<file path="src/rtl/keypad_scanner_pkg.sv">
// Shared key codes, FSM state encoding and matrix helpers for the keypad scanner.
// Codes 0-9 are digits; '*', '#', MULTI and NONE occupy the top of the 4-bit space.
package keypad_scanner_pkg;

    localparam logic [3:0] KEY_STAR  = 4'd10;
    localparam logic [3:0] KEY_HASH  = 4'd11;
    localparam logic [3:0] KEY_MULTI = 4'd14;
    localparam logic [3:0] KEY_NONE  = 4'd15;

    typedef enum logic [1:0] {
        ST_IDLE,
        ST_DEBOUNCE,
        ST_PRESSED,
        ST_RELEASE
    } state_t;

    // Running summary of one scan frame: closed-key count (saturating at 2) and last key seen.
    typedef struct packed {
        logic [1:0] hits;
        logic [3:0] code;
    } frame_acc_t;

    localparam frame_acc_t ACC_EMPTY = '{hits: 2'd0, code: KEY_NONE};

    function automatic logic [3:0] key_at(input logic [1:0] row, input logic [1:0] col);
        logic [3:0] code;
        if (row == 2'd3) begin
            case (col)
                2'd0:    code = KEY_STAR;
                2'd1:    code = 4'd0;
                default: code = KEY_HASH;
            endcase
        end else begin
            code = {2'b00, row} * 4'd3 + {2'b00, col} + 4'd1;
        end
        return code;
    endfunction

    function automatic logic [9:0] digit_onehot(input logic [3:0] code);
        logic [9:0] bus;
        bus = '0;
        if (code <= 4'd9) begin
            bus[code] = 1'b1;
        end
        return bus;
    endfunction

endpackage

</file>
<file path="src/rtl/keypad_scanner_sync2.sv">
// Generic two-flop synchroniser for a bus of independent asynchronous levels.
// Adds two cycles of latency; RST_VAL lets idle pull-up lines come out of reset inactive.
module sync2 #(
    parameter int               WIDTH   = 1,
    parameter logic [WIDTH-1:0] RST_VAL = '0
) (
    input  logic             i_clk,
    input  logic             i_rst,
    input  logic [WIDTH-1:0] i_d,
    output logic [WIDTH-1:0] o_q
);

    logic [WIDTH-1:0] r_meta;
    logic [WIDTH-1:0] r_sync;

    always_ff @(posedge i_clk) begin
        if (i_rst) begin
            r_meta <= RST_VAL;
            r_sync <= RST_VAL;
        end else begin
            r_meta <= i_d;
            r_sync <= r_meta;
        end
    end

    assign o_q = r_sync;

endmodule

</file>
<file path="src/rtl/keypad_scanner.sv">
// Strobes a 4x3 keypad matrix, debounces whole scan frames and drives one-hot digit, '*' and '#' levels.
// Outputs change only at frame ends; assumes SCAN_DIV >= 3 and DEBOUNCE_FRAMES >= 2.
module keypad_scanner
    import keypad_scanner_pkg::*;
#(
    parameter int SCAN_DIV        = 1000,
    parameter int DEBOUNCE_FRAMES = 4
) (
    input  logic       i_clk,
    input  logic       i_rst,
    input  logic [2:0] i_col_n,
    output logic [3:0] o_row_n,
    output logic [9:0] o_keypad,
    output logic       o_star,
    output logic       o_hash,
    output logic       o_key_pulse
);

    localparam int                SLOT_W    = (SCAN_DIV > 1) ? $clog2(SCAN_DIV) : 1;
    localparam int                CNT_W     = $clog2(DEBOUNCE_FRAMES + 1);
    localparam logic [SLOT_W-1:0] SLOT_LAST = SLOT_W'(SCAN_DIV - 1);
    localparam logic [CNT_W-1:0]  CNT_MAX   = CNT_W'(DEBOUNCE_FRAMES);
    localparam logic [CNT_W-1:0]  CNT_ONE   = CNT_W'(1);

    logic [2:0]        w_col_n;
    logic [SLOT_W-1:0] r_slot;
    logic [1:0]        r_row;
    logic [3:0]        r_row_n;
    logic              w_slot_end;
    logic              w_frame_end;

    frame_acc_t        r_acc;
    frame_acc_t        w_acc_nxt;
    logic [1:0]        w_row_hits;
    logic [3:0]        w_row_code;
    logic [2:0]        w_hit_sum;
    logic [3:0]        w_frame_code;
    logic              w_single;

    state_t            r_state;
    state_t            w_state_nxt;
    logic [CNT_W-1:0]  r_cnt;
    logic [CNT_W-1:0]  w_cnt_nxt;
    logic [CNT_W-1:0]  w_cnt_inc;
    logic [3:0]        r_cand;
    logic [3:0]        w_cand_nxt;
    logic [3:0]        r_held;
    logic [3:0]        w_held_nxt;
    logic              w_pulse_nxt;

    logic [9:0]        r_keypad;
    logic              r_star;
    logic              r_hash;
    logic              r_pulse;

    sync2 #(
        .WIDTH   (3),
        .RST_VAL (3'b111)
    ) u_col_sync (
        .i_clk (i_clk),
        .i_rst (i_rst),
        .i_d   (i_col_n),
        .o_q   (w_col_n)
    );

    // ---------------- row strobe ----------------
    assign w_slot_end  = (r_slot == SLOT_LAST);
    assign w_frame_end = w_slot_end && (r_row == 2'd3);

    always_ff @(posedge i_clk) begin
        if (i_rst) begin
            r_slot  <= '0;
            r_row   <= 2'd0;
            r_row_n <= 4'b1110;
        end else if (w_slot_end) begin
            r_slot  <= '0;
            r_row   <= r_row + 2'd1;
            r_row_n <= {r_row_n[2:0], r_row_n[3]};
        end else begin
            r_slot  <= r_slot + SLOT_W'(1);
        end
    end

    // ---------------- frame-code accumulation ----------------
    always_comb begin
        w_row_hits = 2'd0;
        w_row_code = KEY_NONE;
        for (int c = 0; c < 3; c++) begin
            if (!w_col_n[c]) begin
                w_row_hits = w_row_hits + 2'd1;
                w_row_code = key_at(r_row, 2'(c));
            end
        end
    end

    assign w_hit_sum = {1'b0, r_acc.hits} + {1'b0, w_row_hits};

    // The current row's sample is folded in combinationally so row 3 counts at the frame end.
    always_comb begin
        w_acc_nxt.hits = (w_hit_sum >= 3'd2) ? 2'd2 : w_hit_sum[1:0];
        w_acc_nxt.code = (w_row_hits != 2'd0) ? w_row_code : r_acc.code;
    end

    always_comb begin
        case (w_acc_nxt.hits)
            2'd0:    w_frame_code = KEY_NONE;
            2'd1:    w_frame_code = w_acc_nxt.code;
            default: w_frame_code = KEY_MULTI;
        endcase
    end

    assign w_single = (w_acc_nxt.hits == 2'd1);

    always_ff @(posedge i_clk) begin
        if (i_rst) begin
            r_acc <= ACC_EMPTY;
        end else if (w_frame_end) begin
            r_acc <= ACC_EMPTY;
        end else if (w_slot_end) begin
            r_acc <= w_acc_nxt;
        end
    end

    // ---------------- debounce FSM ----------------
    assign w_cnt_inc = (r_cnt == CNT_MAX) ? r_cnt : r_cnt + CNT_ONE;

    always_comb begin
        w_state_nxt = r_state;
        w_cnt_nxt   = r_cnt;
        w_cand_nxt  = r_cand;
        w_held_nxt  = r_held;
        w_pulse_nxt = 1'b0;
        if (w_frame_end) begin
            case (r_state)
                ST_IDLE: begin
                    if (w_single) begin
                        w_state_nxt = ST_DEBOUNCE;
                        w_cand_nxt  = w_frame_code;
                        w_cnt_nxt   = CNT_ONE;
                    end
                end
                ST_DEBOUNCE: begin
                    if (w_frame_code == r_cand) begin
                        w_cnt_nxt = w_cnt_inc;
                        if (w_cnt_inc == CNT_MAX) begin
                            w_state_nxt = ST_PRESSED;
                            w_held_nxt  = r_cand;
                            w_pulse_nxt = 1'b1;
                            w_cnt_nxt   = '0;
                        end
                    end else begin
                        w_state_nxt = ST_IDLE;
                        w_cnt_nxt   = '0;
                    end
                end
                ST_PRESSED: begin
                    if (w_frame_code != r_cand) begin
                        w_state_nxt = ST_RELEASE;
                        w_cnt_nxt   = (w_frame_code == KEY_NONE) ? CNT_ONE : '0;
                    end
                end
                ST_RELEASE: begin
                    if (w_frame_code == KEY_NONE) begin
                        w_cnt_nxt = w_cnt_inc;
                        if (w_cnt_inc == CNT_MAX) begin
                            w_state_nxt = ST_IDLE;
                            w_held_nxt  = KEY_NONE;
                            w_cnt_nxt   = '0;
                        end
                    end else if (w_frame_code == r_cand) begin
                        // Key came back before release was confirmed: resume without a new pulse.
                        w_state_nxt = ST_PRESSED;
                        w_cnt_nxt   = '0;
                    end else begin
                        w_cnt_nxt   = '0;
                    end
                end
                default: begin
                    w_state_nxt = ST_IDLE;
                    w_cnt_nxt   = '0;
                end
            endcase
        end
    end

    always_ff @(posedge i_clk) begin
        if (i_rst) begin
            r_state  <= ST_IDLE;
            r_cnt    <= '0;
            r_cand   <= KEY_NONE;
            r_held   <= KEY_NONE;
            r_keypad <= '0;
            r_star   <= 1'b0;
            r_hash   <= 1'b0;
            r_pulse  <= 1'b0;
        end else begin
            r_state  <= w_state_nxt;
            r_cnt    <= w_cnt_nxt;
            r_cand   <= w_cand_nxt;
            r_held   <= w_held_nxt;
            r_keypad <= digit_onehot(w_held_nxt);
            r_star   <= (w_held_nxt == KEY_STAR);
            r_hash   <= (w_held_nxt == KEY_HASH);
            r_pulse  <= w_pulse_nxt;
        end
    end

    assign o_row_n     = r_row_n;
    assign o_keypad    = r_keypad;
    assign o_star      = r_star;
    assign o_hash      = r_hash;
    assign o_key_pulse = r_pulse;

endmodule

</file>
<file path="config.mk">
export PLATFORM = sky130hd
export DESIGN_NAME = keypad_scanner
export DESIGN_NICKNAME = d
export VERILOG_FILES = /design/src/rtl/keypad_scanner_pkg.sv /design/src/rtl/keypad_scanner_sync2.sv /design/src/rtl/keypad_scanner.sv
export SDC_FILE = /design/constraint.sdc
export NUM_CORES = 1
export LEC_CHECK = 0
export CAP_MARGIN = 10
export CORE_ASPECT_RATIO = 0.75
export CORE_UTILIZATION = 45
export DETAILED_ROUTE_END_ITERATION = 10
export PLACE_DENSITY = 0.73
export SLEW_MARGIN = 20
export SYNTH_ARGS = -nofsm -noshare
export SYNTH_HDL_FRONTEND = slang
export SYNTH_SLANG_ARGS = --single-unit
</file>
<file path="constraint.sdc">
create_clock -name i_clk -period 7.55 [get_ports i_clk]
set_clock_uncertainty 0.15 [all_clocks]
set_input_delay 1.51 -clock i_clk [delete_from_list [all_inputs] [get_ports i_clk]]
set_output_delay 1.51 -clock i_clk [all_outputs]
set_load 0.02 [all_outputs]
</file>
==> results.md <==
* Die area at 6670 sq um
* Least-Margin Pin Slew at 0.622 ns
* DP HPWL at 4450 um
* Row cnt at 24
* Comb power frac at 9.4%
* Area growth syn-to-layout at 11.9%
* EDFF count, synth at 0
* Hold crit path type: flop to flop
* Clock sink count at 54
* Detail Route Antenna Nets at 0
* Pint at 0.370 mW
* First-pass GRT wire length at 10400 um
* Clock Tree Buf Depth at 2
* Drt drc at 0
* Clock Power Share at 32.1%
* Synth Instances at 327
* Final period util at 57.3%
* CP startpoint kind: flop
* Input/output buffers at 21
* Fin. Hold Viols at 0
* Total grt overflow at 0
* CTS Hold Bufs at 0
* Total Wirelength at 6160 um
* Leakage power at 1.20 nW
* FF-to-FF path depth at 14
* Initial Util at 47.8%
* Worst skew pair latency at 0.30 ns
* Setup slack, reg-to-reg at 3.23 ns
* # setup viols final at 0
* Via Count at 2391
* Min Tclk post-route at 4.32 ns
* Post-Syn Area at 2850 sq um
* Io pins at 22
* Power Density at 156 nW/um^2
* Crit-path max FO at 10
* DR WL/cell at 14.7 um
* Root Driver: clkbuf_8
* Setup CP Type: flop to flop
* Top-count cell post-synth: dfxtp_1
* Yosys warns at 0
* Post-Synth Adder-Cell Area at 5.96%
* Worst flop-to-flop path startpoint: u_col_sync.o_q[1]
* Antenna Cells at 0
* Slew Viols, Final at 0
* Yosys cell types at 62
* VDD IR max at 0.000113 V
* Die width at 94.0 um
* Seq/Total Area, Yosys at 37.9%
* Core Footprint at 5980 sq um
* Min-delay src: u_col_sync.r_meta[1]
* Vias in the first global route at 2185
* Pre-antenna DRT Iters at 4
* Share of the synthesized area in the top cell type at 37.9%
* Synth top area cells: dfxtp_1 (38%), ha_1 (5.3%), nor2_1 (4.9%)
* Complex-gate fraction of the synthesized area at 15.8%
* Tot GR Track Use at 19.6%
* Synth Area in XOR/XNOR at 4.30%
* Share of layout cells above drive strength 1 at 10.9%
* Hold depth at 1
* Sequential power share at 58.5%
* Psw at 0.127 mW
* Peak Freq at 231 MHz
* Worst Hold End: u_col_sync.o_q[1]
* Place WS at 3.26 ns
* Antenna violations before repair at 0
* Max_cap viols at 0
* Critical Path Max Stage Delay at 0.59 ns
* Pin count of the biggest net entering global routing at 36
* Clock Pin Slew Worst Setup and Hold Paths at 0.10 ns
* Status: complete, no violations
* Critical path's slowest cell: or4_1
* Largest area contributor in the netlist: dfxtp_1
* Simple-gate share of the synthesized area at 29.6%
* R2R Path End: o_keypad[9]
* Syn_area_per_cell at 8.73 sq um
* Post-CTS sizing at 0
* Fin worst setup slack at 3.23 ns
* Fillers at 550
* Cell-by-cell trace of the critical path: inv_1, ha_1, xnor2_1, ha_1, inv_1, fa_1, nand2_1, mux2i_1, nand2_1, a211oi_1, nand4b_1, or4_1, a21o_1, nor4b_1
* Critical Path AT at 4.38 ns
* Async SR Flop Fraction at 0%
* Synth Register Bits at 54
* GP Congestion at 0.909
* Layout Utilization at 53.5%
* Critical Path RT at 7.61 ns
* Multiplexer share of the synthesized area at 1.84%
* Fin Setup TNS at 0 ns
* Synth Net Count at 345
* CTS tree: built
* Rel. slew slack at 58.5%
* Layout Nets at 359
* Die height at 71.0 um
* Top_reg_cell synth: dfxtp_1
* Net Sw Frac at 25.6%
* Main combinational cell family by area after synthesis: simple AND/OR/NAND/NOR gates
* TritonCTS Buffers at 5
* RSZ-0062 raised after global routing: no
* Setup bufs post-CTS at 0
* Crit end category: flop
* Synth cell count leaders: dfxtp_1 (54), nor2_1 (37), nand2_1 (27)
* PnR Total Power at 0.497 mW
* Initial DRC Count at 211
* Via density at 5.71
* Htree depth at 2
flip-flops by register name, indices dropped and copies added (netlist names):
register           cells
o_hash                 1
o_key_pulse            1
o_keypad              10
o_row_n                4
o_star                 1
r_acc                  6
r_cand                 4
r_cnt                  3
r_held                 4
r_row                  2
r_slot                10
r_state                2
u_col_sync.o_q         3
u_col_sync.r_meta      3
per-layer routing:
| layer | share of wire [%] | GRT usage (%) |
|---|---|---|
| met1 | 49 | 28.2 |
| met2 | 43 | 29.3 |
| met3 | 7.2 | 4.73 |
| met4 | 0.96 | 4.79 |
| met5 | 0 | 0 |
cells in the final DEF (no fill, tap or decap), drive strengths merged, types with 5 or more instances in the layout:
master	instances
a21oi	14
a31oi	6
inv	15
nand2b	7
ha	12
dfxtp	54
nor2	37
clkdlybuf4s50	21
nand2	27
or2	11
xor2	6
o21ai	12
nor4b	7
xnor2	8
nor3	8
nor4	6
and4b	5
nand3	11
clkbuf	5
how the worst max path moves through the flow:
stage / start / to / cells past startpoint
after floorplan: u_col_sync.o_q[1] / o_keypad[9] / 15
after CTS: u_col_sync.o_q[1] / o_keypad[9] / 14
after global routing: u_col_sync.o_q[1] / o_keypad[9] / 14
after global placement: u_col_sync.o_q[1] / o_keypad[9] / 14
final: u_col_sync.o_q[1] / o_keypad[9] / 14
after detailed placement: u_col_sync.o_q[1] / o_keypad[9] / 14
power by group through the flow:
stage | Sequential (mW) | Clock [mW] | Combinational [mW]
global route | 0.291 | 0.172 | 0.0512
finish | 0.290 | 0.160 | 0.0468
detailed placement | 0.297 | 0 | 0.0456
global placement | 0.297 | 0 | 0.0448
CTS | 0.291 | 0.162 | 0.0457
floorplan | 0.296 | 0 | 0.0356
kinds of logic (layout without fill, tap and decap cells):
logic type                 after synthesis  after routing
AOI/OAI and AO/OA                       65             65
buffers and inverters                   31             45
xor gates and xnor gates                14             14
adders and majority gates               13             13
muxes                                    5              5
DFF                                     54             54
and+or+nand+nor                        145            145
metrics by stage:
| stage | cells | area [sq um] | hold WS (ns) |
|---|---|---|---|
| 2_1_floorplan | 327 | 2850 | 0.239 |
| 3_3_place_gp | 412 | 3110 | 0.242 |
| 3_5_place_dp | 412 | 3110 | 0.244 |
| 4_1_cts | 419 | 3190 | 0.268 |
| 5_1_grt | 419 | 3190 | 0.277 |
| 6_report | 419 | 3190 | 0.266 |
critical path, delay by kind of cell, from the launching register on:
| family | cells | cell delay, ns |
|---|---|---|
| buf+inv | 2 | 0.14 |
| flops | 1 | 0.48 |
| fa+ha+maj | 3 | 1.00 |
| xor+xnor | 1 | 0.15 |
| simple gates | 5 | 1.49 |
| mux | 1 | 0.24 |
| compound gates | 2 | 0.57 |
final cells by class:
class,instances,area (sq um),area share [%]
Clock buffer,5,68.8,2.15
Sequential cell,54,1080,33.8
Timing Repair Buffer,24,233,7.29
Inverter,14,52.6,1.65
Tap cell,78,97.6,3.06
Clock inverter,2,13.8,0.431
Multi-Input combinational cell,242,1650,51.6
Note: power is estimated with default switching activity, not from simulation.
